File: config.mk
export PLATFORM = sky130hd
export DESIGN_NAME = pipelined_addsub
export DESIGN_NICKNAME = d
export VERILOG_FILES = /design/src/rtl/alu_pkg.sv /design/src/rtl/addsub_segment.sv /design/src/rtl/pipelined_addsub.sv
export SDC_FILE = /design/constraint.sdc
export NUM_CORES = 1
export LEC_CHECK = 0
export BUFFER_PORTS_ARGS = -buffer_cell sky130_fd_sc_hd__clkbuf_2
export CAP_MARGIN = 20
export CORE_ASPECT_RATIO = 0.5
export CORE_UTILIZATION = 40
export CTS_CLUSTER_DIAMETER = 50
export CTS_CLUSTER_SIZE = 12
export DETAILED_ROUTE_END_ITERATION = 16
export GPL_ROUTABILITY_DRIVEN = 0
export PLACE_DENSITY = 0.68
export SYNTH_ARGS = -nofsm -noshare
export SYNTH_HDL_FRONTEND = slang
export SYNTH_SLANG_ARGS = --single-unit
File: constraint.sdc
create_clock -name clk -period 7.8 [get_ports clk]
set_input_delay 0.78 -clock clk [delete_from_list [all_inputs] [get_ports clk]]
set_output_delay 0.78 -clock clk [all_outputs]
set_load 0.005 [all_outputs]
File: src/rtl/alu_pkg.sv
// Shared EX-stage ALU definitions: add/sub opcode encoding and the flag bundle.
package alu_pkg;

    localparam logic OP_ADD = 1'b0;
    localparam logic OP_SUB = 1'b1;

    typedef struct packed {
        logic cb;    // carry-out (ADD) / borrow-out (SUB)
        logic ovf;   // two's-complement signed overflow
        logic zero;  // result == 0
        logic neg;   // result MSB
    } addsub_flags_t;

endpackage

File: src/rtl/addsub_segment.sv
// One SEG-bit slice of the segmented carry chain (purely combinational).
// Ports:
//   a, b   operand slice; b is already inverted for subtraction
//   cin    carry into the slice
//   sum    slice sum, cout carry out of the slice
//   ovf    signed-overflow term, valid only when this is the top slice
//   zero   slice sum is all zeros
module addsub_segment #(
    parameter int unsigned SEG = 32
) (
    input  logic [SEG-1:0] a,
    input  logic [SEG-1:0] b,
    input  logic           cin,
    output logic [SEG-1:0] sum,
    output logic           cout,
    output logic           ovf,
    output logic           zero
);

    assign {cout, sum} = {1'b0, a} + {1'b0, b} + (SEG + 1)'(cin);

    // Same-sign operands producing an opposite-sign result
    assign ovf  = (a[SEG-1] == b[SEG-1]) && (sum[SEG-1] != a[SEG-1]);
    assign zero = (sum == '0);

endmodule

File: src/rtl/pipelined_addsub.sv
// Pipelined add/subtract unit: the carry chain is cut into STAGES segments,
// one resolved per cycle, with valid/ready flow control and result flags.
// Ports:
//   clk, rst                       clock, synchronous active-high reset
//   in_valid/in_ready              operation handshake (in_op, in_a, in_b, in_cb)
//   out_valid/out_ready            result handshake
//   out_result                     A+B+cb or A-B-cb modulo 2^WIDTH
//   out_cb, out_ovf, out_zero, out_neg   carry/borrow, overflow, zero, negative
module pipelined_addsub
    import alu_pkg::*;
#(
    parameter int unsigned WIDTH  = 64,
    parameter int unsigned STAGES = 2
) (
    input  logic             clk,
    input  logic             rst,
    input  logic             in_valid,
    output logic             in_ready,
    input  logic             in_op,
    input  logic [WIDTH-1:0] in_a,
    input  logic [WIDTH-1:0] in_b,
    input  logic             in_cb,
    output logic             out_valid,
    input  logic             out_ready,
    output logic [WIDTH-1:0] out_result,
    output logic             out_cb,
    output logic             out_ovf,
    output logic             out_zero,
    output logic             out_neg
);

    localparam int unsigned SEG = WIDTH / STAGES;

    if ((STAGES < 1) || (STAGES > 8) || ((WIDTH % STAGES) != 0)) begin : g_param_check
        $fatal(1, "pipelined_addsub: STAGES must be 1..8 and divide WIDTH");
    end

    // Whole pipeline moves together; a stalled result freezes every stage
    logic advance;
    assign advance  = !out_valid || out_ready;
    assign in_ready = advance;

    addsub_flags_t flags_q;
    addsub_flags_t flags_nxt;

    for (genvar k = 0; k < STAGES; k++) begin : g_stage
        localparam int unsigned REM = WIDTH - k * SEG;  // operand bits not yet summed

        logic [REM-1:0]         a_in;
        logic [REM-1:0]         b_in;
        logic                   cin;
        logic                   op_in;
        logic                   v_in;
        logic                   z_in;
        logic [SEG-1:0]         sum;
        logic                   cout;
        logic                   seg_ovf;
        logic                   seg_zero;
        logic [(k+1)*SEG-1:0]   res_nxt;
        logic [(k+1)*SEG-1:0]   res;
        logic                   vld;

        // Stage inputs: raw operands for stage 0, skewed registers afterwards
        if (k == 0) begin : g_src
            assign a_in    = in_a;
            assign b_in    = (in_op == OP_ADD) ? in_b : ~in_b;
            assign cin     = in_op ^ in_cb;  // SUB: A + ~B + ~borrow
            assign op_in   = in_op;
            assign v_in    = in_valid;
            assign z_in    = 1'b1;
            assign res_nxt = sum;
        end else begin : g_src
            assign a_in    = g_stage[k-1].g_fwd.a_hi;
            assign b_in    = g_stage[k-1].g_fwd.b_hi;
            assign cin     = g_stage[k-1].g_fwd.carry;
            assign op_in   = g_stage[k-1].g_fwd.op;
            assign v_in    = g_stage[k-1].vld;
            assign z_in    = g_stage[k-1].g_fwd.zacc;
            assign res_nxt = {sum, g_stage[k-1].res};
        end

        addsub_segment #(.SEG(SEG)) u_seg (
            .a    (a_in[SEG-1:0]),
            .b    (b_in[SEG-1:0]),
            .cin  (cin),
            .sum  (sum),
            .cout (cout),
            .ovf  (seg_ovf),
            .zero (seg_zero)
        );

        // Valid bit and accumulated low-order result
        always_ff @(posedge clk) begin
            if (rst) begin
                vld <= 1'b0;
                res <= '0;
            end else if (advance) begin
                vld <= v_in;
                res <= res_nxt;
            end
        end

        if (k < STAGES - 1) begin : g_fwd
            logic [REM-SEG-1:0] a_hi;
            logic [REM-SEG-1:0] b_hi;
            logic               carry;
            logic               op;
            logic               zacc;
            logic               unused_ovf;

            // Overflow is only meaningful on the top slice
            assign unused_ovf = seg_ovf;

            // Delay the untouched upper operand bits and chain state
            always_ff @(posedge clk) begin
                if (rst) begin
                    a_hi  <= '0;
                    b_hi  <= '0;
                    carry <= 1'b0;
                    op    <= 1'b0;
                    zacc  <= 1'b0;
                end else if (advance) begin
                    a_hi  <= a_in[REM-1:SEG];
                    b_hi  <= b_in[REM-1:SEG];
                    carry <= cout;
                    op    <= op_in;
                    zacc  <= z_in & seg_zero;
                end
            end
        end else begin : g_last
            assign flags_nxt.cb   = op_in ^ cout;  // SUB reports borrow = ~carry
            assign flags_nxt.ovf  = seg_ovf;
            assign flags_nxt.zero = z_in & seg_zero;
            assign flags_nxt.neg  = sum[SEG-1];
            assign out_valid      = vld;
            assign out_result     = res;
        end
    end

    // Flags register alongside the final result slice
    always_ff @(posedge clk) begin
        if (rst) begin
            flags_q <= '0;
        end else if (advance) begin
            flags_q <= flags_nxt;
        end
    end

    assign out_cb   = flags_q.cb;
    assign out_ovf  = flags_q.ovf;
    assign out_zero = flags_q.zero;
    assign out_neg  = flags_q.neg;

endmodule

==> run metrics <==
outcome=complete, no violations; TritonCTS Buffers=17; CTS sink count=168; antenna-violating nets left=0; FP Rows=40; CP Launch Type=input pin; cells after synthesis=1,317; commonest non-fill, non-tap cell in the layout=nand2_1; post-route setup slack=3.64 ns; clk root buf=clkbuf_16; H-tree levels=4; Hold EP=out_result[43]; Synth Cell Area=10,200 sq um; global-route wire length before repair=45,200 um; Final Non-Filler Cells=1,810; vias in the first global route=9,235; DRT Pass-1 Iters=5; Post-Layout Inst Area=12,000 sq um; r2r setup slk=3.96 ns; post-synth cell types=77; maximum vdd drop=0.000115 V; pwr dens=217 nW/um^2; global route total overflow=0; register area share after synthesis=32.9%; detailed-route via count=9,850; Inserted Diodes=0; Worst Setup End Kind=register; max frequency=240 MHz; Worst Setup SP=in_op; syn avg cell area=7.77 sq um; # hold bufs at CTS=0; die width=228 um; Synth Flop Type=dfxtp_1; most frequent CP cell=fa_1; I/O Pins=204; Crit path buffers/inverters=1; EDFF count, synth=0; crit path DAT=4.54 ns; crit-path max FO=25; r2r endpoint=out_zero; final hold violations=0; Die Ht=115 um; R2R cell count=12; PostCTS Resize Cnt=0; CTS tree=done; CP Cell Sequence=buf_4 > xnor2_1 > fa_1 > fa_1 > nand2b_1 > a21oi_1 > o211ai_1 > a211oi_1 > o2111ai_2 > a21o_1 > a21bo_2 > nor4_1 > nand4_1 > nand2_1; synth warn=0; Worst Tran Pin Value=1.04 ns; commonest non-fill, non-tap cells in the layout=269 x nand2_1, 201 x clkbuf_2, 177 x a21oi_1, 168 x dfxtp_1, 98 x nor2_1; DR vias/cell=5.44; WL/cell=15.5 um; Layout Nets=1,662; RSZ-0062 raised after global routing=no; core area=24,500 sq um; # setup viols final=0; ys async rst share=0%; Hold WC Path Type=reg -> reg; Top delay family on crit path=compound AO/OA/AOI/OAI gates; max cap viols=0; RR Startpoint=g_stage[0].g_fwd.a_hi[0]; min-delay src=out_result[43]; postcts setup bufs=0; Final TNS setup=0 ns; HPWL after DPL=20,900 um; area delta synth->final=17.1%; Total GRT Usage=20.9%; fin crit period=4.16 ns; CP max-delay cell=fa_1; Hold WS=0.451 ns; cell count after placement=1,778; clk_lat worst skew=0.43 ns; required time of the critical path=8.18 ns; Post-DP Area=11,400 sq um; Starting Density=41.7%; WS Path Type=in -> reg; maximum root-to-sink buffer count=2; initial antenna violation count=0; Slew Limit Headroom=30.6%; fin crit share=53.3%; Worst-path clk slew=0.07 ns; Port Buffer Count=203; die area=26,300 sq um; layout cell share with drive strength beyond 1=18.4%; drt drc=0; WHS Path Cells=2; max-slew violations=0; Post-Syn Nets=1,517; fin util=48.9%; CP max stage delay=0.46 ns; Worst Skew=0.0105 ns; post-place setup slack=3.26 ns; Routed WL=28,100 um; drt initial violations=664; Synth Register Bits=168; Pleak=5.32 nW; overall power=2.61 mW; largest net degree at the start of global routing=116
==> registers in the layout, summed over array words and instances, names as in the netlist <==
signal               count
g_stage.g_fwd.carry      1
g_stage.vld              1
out_result              64
out_ovf                  1
g_stage.g_fwd.a_hi      32
g_stage.g_fwd.op         1
g_stage.g_fwd.b_hi      32
g_stage.res             32
out_zero                 1
out_valid                1
out_cb                   1
g_stage.g_fwd.zacc       1
==> power by group <==
part | switching (mW) | internal, mW
Clock | 0.370 | 0.455
Combinational | 0.450 | 0.315
Sequential | 0.0575 | 0.959
==> layout make-up <==
class / instances / area, sq um
clock buffers: 18 / 439
well taps: 336 / 420
multi-input cells: 1048 / 6480
repair buffers: 209 / 1090
flip-flops and latches: 168 / 3360
fillers: 2440 / 12500
inverters: 18 / 72.6
clock inverters: 13 / 134
==> cell families (layout without fill, tap and decap cells) <==
group                      Yosys count  in the layout  share of synthesized area (%)
AOI/OAI and AO/OA                  377            377                           23.6
xor gates and xnor gates           113            113                           9.67
adders and majority gates           66             66                           8.36
buffers and inverters              101            258                           3.95
DFF                                168            168                           32.9
muxes                                8              8                          0.795
and+or+nand+nor                    484            484                           20.8
==> synth_stat cells, drive strengths merged (4+ instances only) <==
library cell	n	area share [%]
a21boi	6	0.51
mux2i	7	0.68
nand4	13	0.86
clkbuf	67	2.5
a31oi	14	0.92
o211ai	10	0.73
xnor2	62	5.3
o21ai	41	2.0
and3	8	0.49
nand3b	4	0.29
o21bai	5	0.40
buf	16	0.83
o31ai	4	0.29
nand2	269	9.9
nand4b	4	0.34
a211o	5	0.44
xor2	51	4.4
or3	7	0.43
fa	4	0.78
inv	18	0.66
nor2	98	3.6
nand2b	8	0.49
nor3	14	0.68
o21a	5	0.37
nor2b	12	0.73
nand3	20	0.98
o221ai	5	0.43
and2	6	0.37
a211oi	50	3.8
dfxtp	168	33
a21oi	182	9.2
nor4	11	0.88
a21o	24	1.8
ha	62	7.6
==> layer usage <==
layer	global-route usage [%]	routed length, um	part of all wire (%)	vias up
met2	36.3	13600	48	296
li1	-	-	-	4903
met3	3.22	1240	4.4	58
met4	7.25	638	2.3	0
met5	0	0	0	-
met1	26.7	12600	45	4593
==> worst min-delay path, cell delays in order (launching register included) <==
cell     delay [ns]
dfxtp_1        0.31
nand2_1        0.05
a21oi_1        0.05
==> worst max path at each step <==
stage	end	cells past startpoint
3_3_place_gp	g_stage[0].g_fwd.zacc	14
5_1_grt	g_stage[0].g_fwd.zacc	14
6_report	g_stage[0].g_fwd.zacc	14
2_1_floorplan	g_stage[0].g_fwd.zacc	16
4_1_cts	g_stage[0].g_fwd.zacc	14
3_5_place_dp	g_stage[0].g_fwd.zacc	14
No activity file was read; power rests on OpenSTA's default activity.
